===== config.mk =====
export PLATFORM = sky130hd
export DESIGN_NAME = imem_loader
export DESIGN_NICKNAME = d
export VERILOG_FILES = /design/src/rtl/imem_pkg.sv /design/src/rtl/imem_byte_packer.sv /design/src/rtl/imem_loader.sv
export SDC_FILE = /design/constraint.sdc
export NUM_CORES = 1
export LEC_CHECK = 0
export ABC_AREA = 0
export CAP_MARGIN = 0
export CORE_ASPECT_RATIO = 0.6
export CORE_UTILIZATION = 49
export CTS_BUF_LIST = sky130_fd_sc_hd__clkbuf_2 sky130_fd_sc_hd__clkbuf_4 sky130_fd_sc_hd__clkbuf_8
export DETAILED_ROUTE_END_ITERATION = 10
export GPL_TIMING_DRIVEN = 0
export MAX_ROUTING_LAYER = met4
export PLACE_DENSITY = 0.79
export SYNTH_ARGS = -nofsm -noshare
export SYNTH_HDL_FRONTEND = slang
export SYNTH_SLANG_ARGS = --single-unit

===== constraint.sdc =====
create_clock -name clk -period 2 [get_ports clk]
set_clock_uncertainty 0.2 [all_clocks]
set_input_delay 0.2 -clock clk [delete_from_list [all_inputs] [get_ports clk]]
set_output_delay 0.2 -clock clk [all_outputs]
set_load 0.01 [all_outputs]

===== src/rtl/imem_pkg.sv =====
// -----------------------------------------------------------------------------
// imem_pkg
// Shared definitions for the instruction-memory loader and the instruction
// memory itself.
//   state_e     : loader FSM state encoding
//   HDR_BYTES   : bytes in the word-count header
//   WORD_BYTES  : bytes per instruction word
//   IMEM_DEPTH  : default instruction memory depth in words
// Optional build macro used by the loader: IMEM_LOADER_CHECKSUM_EN
// -----------------------------------------------------------------------------
package imem_pkg;

  typedef enum logic [2:0] {
    IDLE  = 3'd0,
    HDR   = 3'd1,
    LOAD  = 3'd2,
    WRITE = 3'd3,
    CHK   = 3'd4,
    DONE  = 3'd5,
    ERR   = 3'd6
  } state_e;

  localparam int HDR_BYTES  = 2;
  localparam int WORD_BYTES = 4;
  localparam int IMEM_DEPTH = 100;

endpackage


===== src/rtl/imem_byte_packer.sv =====
// -----------------------------------------------------------------------------
// imem_byte_packer
// Collects payload bytes MSB-first into 32-bit instruction words.
// Ports:
//   clk, rst_n     : clock, asynchronous active-low reset
//   clear_i        : restart packing at byte position 0 (new session)
//   accept_i       : a payload byte is consumed this cycle
//   byte_i         : the payload byte
//   word_ready_o   : high in the cycle the 4th byte of a word is consumed
//   word_o         : assembled word; valid while word_ready_o is high
//   xor_o          : running XOR of all payload bytes
//                    (only when IMEM_LOADER_CHECKSUM_EN is defined)
// -----------------------------------------------------------------------------
module imem_byte_packer
  import imem_pkg::*;
(
  input  logic        clk,
  input  logic        rst_n,
  input  logic        clear_i,
  input  logic        accept_i,
  input  logic [7:0]  byte_i,
  output logic        word_ready_o,
  output logic [31:0] word_o
`ifdef IMEM_LOADER_CHECKSUM_EN
  ,
  output logic [7:0]  xor_o
`endif
);

  logic [1:0]  pos_q, pos_d;
  logic [23:0] shift_q, shift_d;

  // The three earlier bytes plus the byte on the bus form the word, so the
  // top can register it in the same cycle the last byte is consumed.
  assign word_o       = {shift_q, byte_i};
  assign word_ready_o = accept_i && (pos_q == 2'(WORD_BYTES - 1));

  always_comb begin
    pos_d   = pos_q;
    shift_d = shift_q;
    if (clear_i) begin
      pos_d   = '0;
      shift_d = '0;
    end else if (accept_i) begin
      pos_d   = pos_q + 2'd1;
      shift_d = {shift_q[15:0], byte_i};
    end
  end

  always_ff @(posedge clk or negedge rst_n) begin
    if (!rst_n) begin
      pos_q   <= '0;
      shift_q <= '0;
    end else begin
      pos_q   <= pos_d;
      shift_q <= shift_d;
    end
  end

`ifdef IMEM_LOADER_CHECKSUM_EN
  logic [7:0] xor_q, xor_d;

  always_comb begin
    xor_d = xor_q;
    if (clear_i) begin
      xor_d = '0;
    end else if (accept_i) begin
      xor_d = xor_q ^ byte_i;
    end
  end

  always_ff @(posedge clk or negedge rst_n) begin
    if (!rst_n) begin
      xor_q <= '0;
    end else begin
      xor_q <= xor_d;
    end
  end

  assign xor_o = xor_q;
`endif

endmodule


===== src/rtl/imem_loader.sv =====
// -----------------------------------------------------------------------------
// imem_loader
// Fills the instruction memory at run time from a valid/ready byte stream:
// a 16-bit big-endian word count, then big-endian 32-bit instructions. Holds
// the CPU in reset until the load completes.
// Ports:
//   clk, rst_n         : clock, asynchronous active-low reset
//   start              : pulse; begins a session from IDLE, DONE or ERR
//   in_valid, in_data  : byte stream from the source
//   in_ready           : loader consumes a byte when in_valid && in_ready
//   mem_we             : one-cycle write strobe per word
//   mem_addr           : byte address of the write (word index << 2)
//   mem_wdata          : instruction word being written
//   cpu_hold           : keeps the CPU/PC in reset
//   done / error       : session outcome levels
// Build option: IMEM_LOADER_CHECKSUM_EN adds a trailing XOR checksum byte
// that is verified after the last word (CHK state).
// -----------------------------------------------------------------------------
module imem_loader
  import imem_pkg::*;
#(
  parameter int WIDTH = 32,
  parameter int DEPTH = IMEM_DEPTH
) (
  input  logic             clk,
  input  logic             rst_n,
  input  logic             start,
  input  logic             in_valid,
  input  logic [7:0]       in_data,
  output logic             in_ready,
  output logic             mem_we,
  output logic [WIDTH-1:0] mem_addr,
  output logic [WIDTH-1:0] mem_wdata,
  output logic             cpu_hold,
  output logic             done,
  output logic             error
);

  localparam int IDX_W = $clog2(DEPTH + 1);

  state_e           state_q, state_d;
  logic [15:0]      count_q, count_d;
  logic             hdr_pos_q, hdr_pos_d;
  logic [IDX_W-1:0] idx_q, idx_d;
  logic [WIDTH-1:0] mem_addr_q, mem_addr_d;
  logic [WIDTH-1:0] mem_wdata_q, mem_wdata_d;

  logic             session_start;
  logic             pack_accept;
  logic             word_ready;
  logic [31:0]      pack_word;
  logic [15:0]      hdr_count;
  logic [15:0]      idx_next16;

  // Kept outside the FSM process so the packer's word_ready (which depends
  // on pack_accept) does not loop back into the same combinational block.
  assign session_start = start &&
                         ((state_q == IDLE) || (state_q == DONE) || (state_q == ERR));
  assign pack_accept   = in_valid && (state_q == LOAD);

  assign hdr_count  = {count_q[15:8], in_data};
  assign idx_next16 = 16'(idx_q) + 16'd1;

`ifdef IMEM_LOADER_CHECKSUM_EN
  logic [7:0] pack_xor;
`endif

  imem_byte_packer u_packer (
    .clk          (clk),
    .rst_n        (rst_n),
    .clear_i      (session_start),
    .accept_i     (pack_accept),
    .byte_i       (in_data),
    .word_ready_o (word_ready),
    .word_o       (pack_word)
`ifdef IMEM_LOADER_CHECKSUM_EN
    ,
    .xor_o        (pack_xor)
`endif
  );

  always_comb begin
    state_d     = state_q;
    count_d     = count_q;
    hdr_pos_d   = hdr_pos_q;
    idx_d       = idx_q;
    mem_addr_d  = mem_addr_q;
    mem_wdata_d = mem_wdata_q;
    in_ready    = 1'b0;
    mem_we      = 1'b0;
    cpu_hold    = 1'b1;
    done        = 1'b0;
    error       = 1'b0;

    case (state_q)
      IDLE: begin
      end

      HDR: begin
        in_ready = 1'b1;
        if (in_valid) begin
          if (!hdr_pos_q) begin
            count_d[15:8] = in_data;
            hdr_pos_d     = 1'b1;
          end else begin
            count_d   = hdr_count;
            hdr_pos_d = 1'b0;
            if ((hdr_count == 16'd0) || (hdr_count > 16'(DEPTH))) begin
              state_d = ERR;
            end else begin
              state_d = LOAD;
            end
          end
        end
      end

      LOAD: begin
        in_ready = 1'b1;
        // Capture address and data now so they are stable registers during
        // the WRITE cycle and hold afterwards.
        if (word_ready) begin
          mem_addr_d  = WIDTH'(idx_q) << 2;
          mem_wdata_d = WIDTH'(pack_word);
          state_d     = WRITE;
        end
      end

      WRITE: begin
        mem_we = 1'b1;
        idx_d  = idx_q + IDX_W'(1);
        if (idx_next16 == count_q) begin
`ifdef IMEM_LOADER_CHECKSUM_EN
          state_d = CHK;
`else
          state_d = DONE;
`endif
        end else begin
          state_d = LOAD;
        end
      end

`ifdef IMEM_LOADER_CHECKSUM_EN
      CHK: begin
        in_ready = 1'b1;
        if (in_valid) begin
          state_d = (in_data == pack_xor) ? DONE : ERR;
        end
      end
`endif

      DONE: begin
        done     = 1'b1;
        cpu_hold = 1'b0;
      end

      ERR: begin
        error = 1'b1;
      end

      default: begin
        state_d = IDLE;
      end
    endcase

    if (session_start) begin
      state_d   = HDR;
      count_d   = '0;
      hdr_pos_d = 1'b0;
      idx_d     = '0;
    end
  end

  always_ff @(posedge clk or negedge rst_n) begin
    if (!rst_n) begin
      state_q     <= IDLE;
      count_q     <= '0;
      hdr_pos_q   <= 1'b0;
      idx_q       <= '0;
      mem_addr_q  <= '0;
      mem_wdata_q <= '0;
    end else begin
      state_q     <= state_d;
      count_q     <= count_d;
      hdr_pos_q   <= hdr_pos_d;
      idx_q       <= idx_d;
      mem_addr_q  <= mem_addr_d;
      mem_wdata_q <= mem_wdata_d;
    end
  end

  assign mem_addr  = mem_addr_q;
  assign mem_wdata = mem_wdata_q;

endmodule


==> impl_metrics.toml <==
[run_status]
status = "finished, violations left"
violations = "setup timing"

[place]
place_hpwl_um = 6980
port_buffers = 55
place_inst = 596
place_congestion = 0.839

[power_and_ir_drop]
pwr_density_cell_nw_per_um2 = 1500
clkPwrFrac = 0.155
p_leak_uw = 0.00255
pwr-share-seq = 0.379
ir_drop_mv = 0.759
combPwrFrac = 0.466
swShare = 0.363
internal-power_uw = 5250
p_switching_uw = 2990

[floorplanning]
die_x_um = 123
initial_utilization = 0.505
die_area_um2 = 9170
die_h_um = 74.6
io_pins = 81
std_cell_rows = 26
design.core.area_um2 = 8520

[clock_network]
cts.path.max_buffers = 2
cts-htree-levels = 3
ctsRootBufferMaster = "clkbuf_8"
clock_sinks = 92
clock_latency_ps = 360
cts_tree = "built"
cts_buffers = 9
clk_pin_slew_worst_paths_ps = 90

[critical_path]
cp-start-kind = "flip-flop"
rrSetupSlack_ps = -120
cpPeakStageDelay_ps = 560
path_cells = "or4_4 > nor4_4 > o2111ai_2 > a211oi_4 > a31oi_1"
r2r_cells = 5
required_ps = 2040
endpoint_kind = "flip-flop"
cp.arrival_ps = 2160
slowest_stage = "or4_4"
crit_fanout = 3
r2r_end = "state_q[1]"
r2r_start = "count_q[12]"
critical_path_class = "flip-flop to flip-flop"

[global_route]
antenna_found_initial = 0
grt_use_total = 0.237
grt_pass1_wl_um = 15500
grt_overflow_total = 0
grt_pass1_vias = 3111
grt_max_degree = 72

[timing]
max_slew_margin = 0.665
fmax_mhz = 471
finalCritPeriodShare = 1.06
hold_violations = 0
final.setup.worst_slack_ps = -123
finalCriticalPeriod_ps = 2120
slew_viol_final = 0
finalSetupViolations = 20
rsz0062_at_grt = "yes"
worstMarginPinSlew_ps = 495

[detailed_routing]
drtPass1Iterations = 4
drt_iter0_markers = 297
vias = 3251
wire_per_inst_um = 15.7
drtAntennaViolNets = 0
wl_um = 9690
viasPerCell = 5.26
drcViolationCount = 0

[synth]
syn_area_um2 = 4300
ys_ff_latch = 92
avgSynthCellArea_um2 = 10.6
synth_warnings = 0
synth_cells = 404
ys.flop_type = "dfrtp_1"
ys_seq_area_frac = 0.535
async_reset_ff_frac = 1.00
synth_edf_count = 0
synthDistinctLibCells = 53

[cells_and_area]
area_growth_pct = 27.8
diodes = 0
fillCellCount = 686
drive_gt1_frac = 0.257
nets = 515
utilization = 0.645
final_cells = 618

[min_path]
hold_path_class = "input port to async pin"

[job]
max_cap_viol_count = 0
[synthesized netlist by cell type, types with 2 or more instances]
cell	number	area [um2]
mux2_2	38	428
xor2_1	2	17.5
clkbuf_1	9	33.8
o22ai_1	2	12.5
o21ai_0	9	45.0
a21o_1	2	15.0
dfrtp_1	92	2300
ha_1	2	25.0
o2111ai_1	2	17.5
nor2_1	17	63.8
a31oi_1	3	18.8
buf_4	27	203
xnor2_1	9	78.8
a21oi_1	41	205
buf_2	10	50.1
or3_1	2	12.5
and3_1	2	12.5
nand2b_1	2	12.5
nand2_1	70	263
mux2i_1	8	80.1
nand3_1	16	80.1
nor2b_1	2	12.5
inv_1	7	26.3
[worst max path at each step]
stage | endpoint | startpoint | depth (start not counted) | slack [ps]
after global placement | mem_wdata[2] | rst_n | 1 | -2720
after floorplan | state_q[1] | idx_q[0] | 6 | 5
final | state_q[1] | count_q[12] | 5 | -120
after global routing | state_q[1] | count_q[10] | 5 | -230
after detailed placement | mem_addr[3] | in_valid | 6 | -320
after CTS | state_q[1] | count_q[10] | 5 | -200
[power by group through the flow]
stage | logic [uW] | clock network, uW | registers, uW
2_1_floorplan | 2010 | 0 | 3190
3_3_place_gp | 3320 | 0 | 3120
3_5_place_dp | 3450 | 0 | 3170
4_1_cts | 3730 | 1310 | 3110
5_1_grt | 4180 | 1390 | 3220
6_report | 3840 | 1270 | 3120
[critical path: cells and delay by family, from the launching register on]
| kind | cells | cell delay [ps] |
|---|---|---|
| and+or+nand+nor | 2 | 870 |
| AOI/OAI and AO/OA | 3 | 530 |
| DFF | 1 | 380 |
[timing repair]
| action | CTS | global route |
|---|---|---|
| resized for setup | 33 | 18 |
| pin swaps | 6 | 2 |
| hold buffers | 1 | 0 |
| endpoints found under the hold margin | 92 | 0 |
| endpoints found under the setup margin | 79 | 73 |
| buffers inserted | 6 | 0 |
[registers in the layout, summed over array words and instances, names as in the netlist]
register / count
state_q: 3
mem_addr: 7
hdr_pos_q: 1
count_q: 16
idx_q: 7
mem_wdata: 32
u_packer.shift_q: 24
u_packer.pos_q: 2
[through the flow]
step                instance area (um2)  hold WS (ps)  power [uW]  setup slack (ps)  TNS (ps)
CTS                                5450          53.1        8150              -204      -526
detailed placement                 5110         -80.1        6610              -325    -18100
finish                             5500          64.0        8240              -123      -448
global route                       5500          93.7        8790              -233     -3250
global placement                   5080           274        6440             -2720   -265420
floorplan                          4390          -296        5200              5.30         0
[layout make-up]
| type | instances | area (um2) | area share |
|---|---|---|---|
| flip-flops and latches | 92 | 2300 | 0.419 |
| multi-input cells | 280 | 1830 | 0.333 |
| repair buffers | 63 | 626 | 0.114 |
| plain buffers | 48 | 364 | 0.0662 |
| clock buffers | 11 | 145 | 0.0264 |
| well taps | 112 | 140 | 0.0255 |
| clock inverters | 5 | 58.8 | 0.0107 |
| inverters | 7 | 28.8 | 0.00523 |
[layout by cell type (no fill, tap or decap), types with 3 or more instances in the layout]
cell / count
nor2_1: 17
a21oi_1: 41
clkbuf_4: 3
buf_4: 37
inv_1: 5
clkdlybuf4s50_1: 49
nand2_1: 68
xnor2_1: 8
clkbuf_2: 4
buf_2: 3
clkbuf_8: 11
mux2_2: 38
mux2i_1: 8
buf_6: 6
dlygate4sd2_1: 4
nand3_1: 15
o21ai_0: 9
a31oi_1: 3
dfrtp_1: 91
conb_1: 25
[metal layers]
metal,wire length [um],vias to the layer above,global-route usage,share of wire
li1,-,1534,-,-
met1,4510,1603,0.318,0.47
met2,4440,104,0.358,0.46
met3,645,10,0.0752,0.067
met4,91,0,0.0366,0.0094
met5,0,-,-,0
[kinds of logic after synthesis]
family,share of synthesized area
compound gates,0.0992
flops,0.535
fa+ha+maj,0.00814
xor+xnor,0.0288
buf+inv,0.0794
simple gates,0.130
mux,0.118
other cells,0.000872
No activity file was read; power rests on OpenSTA's default activity.
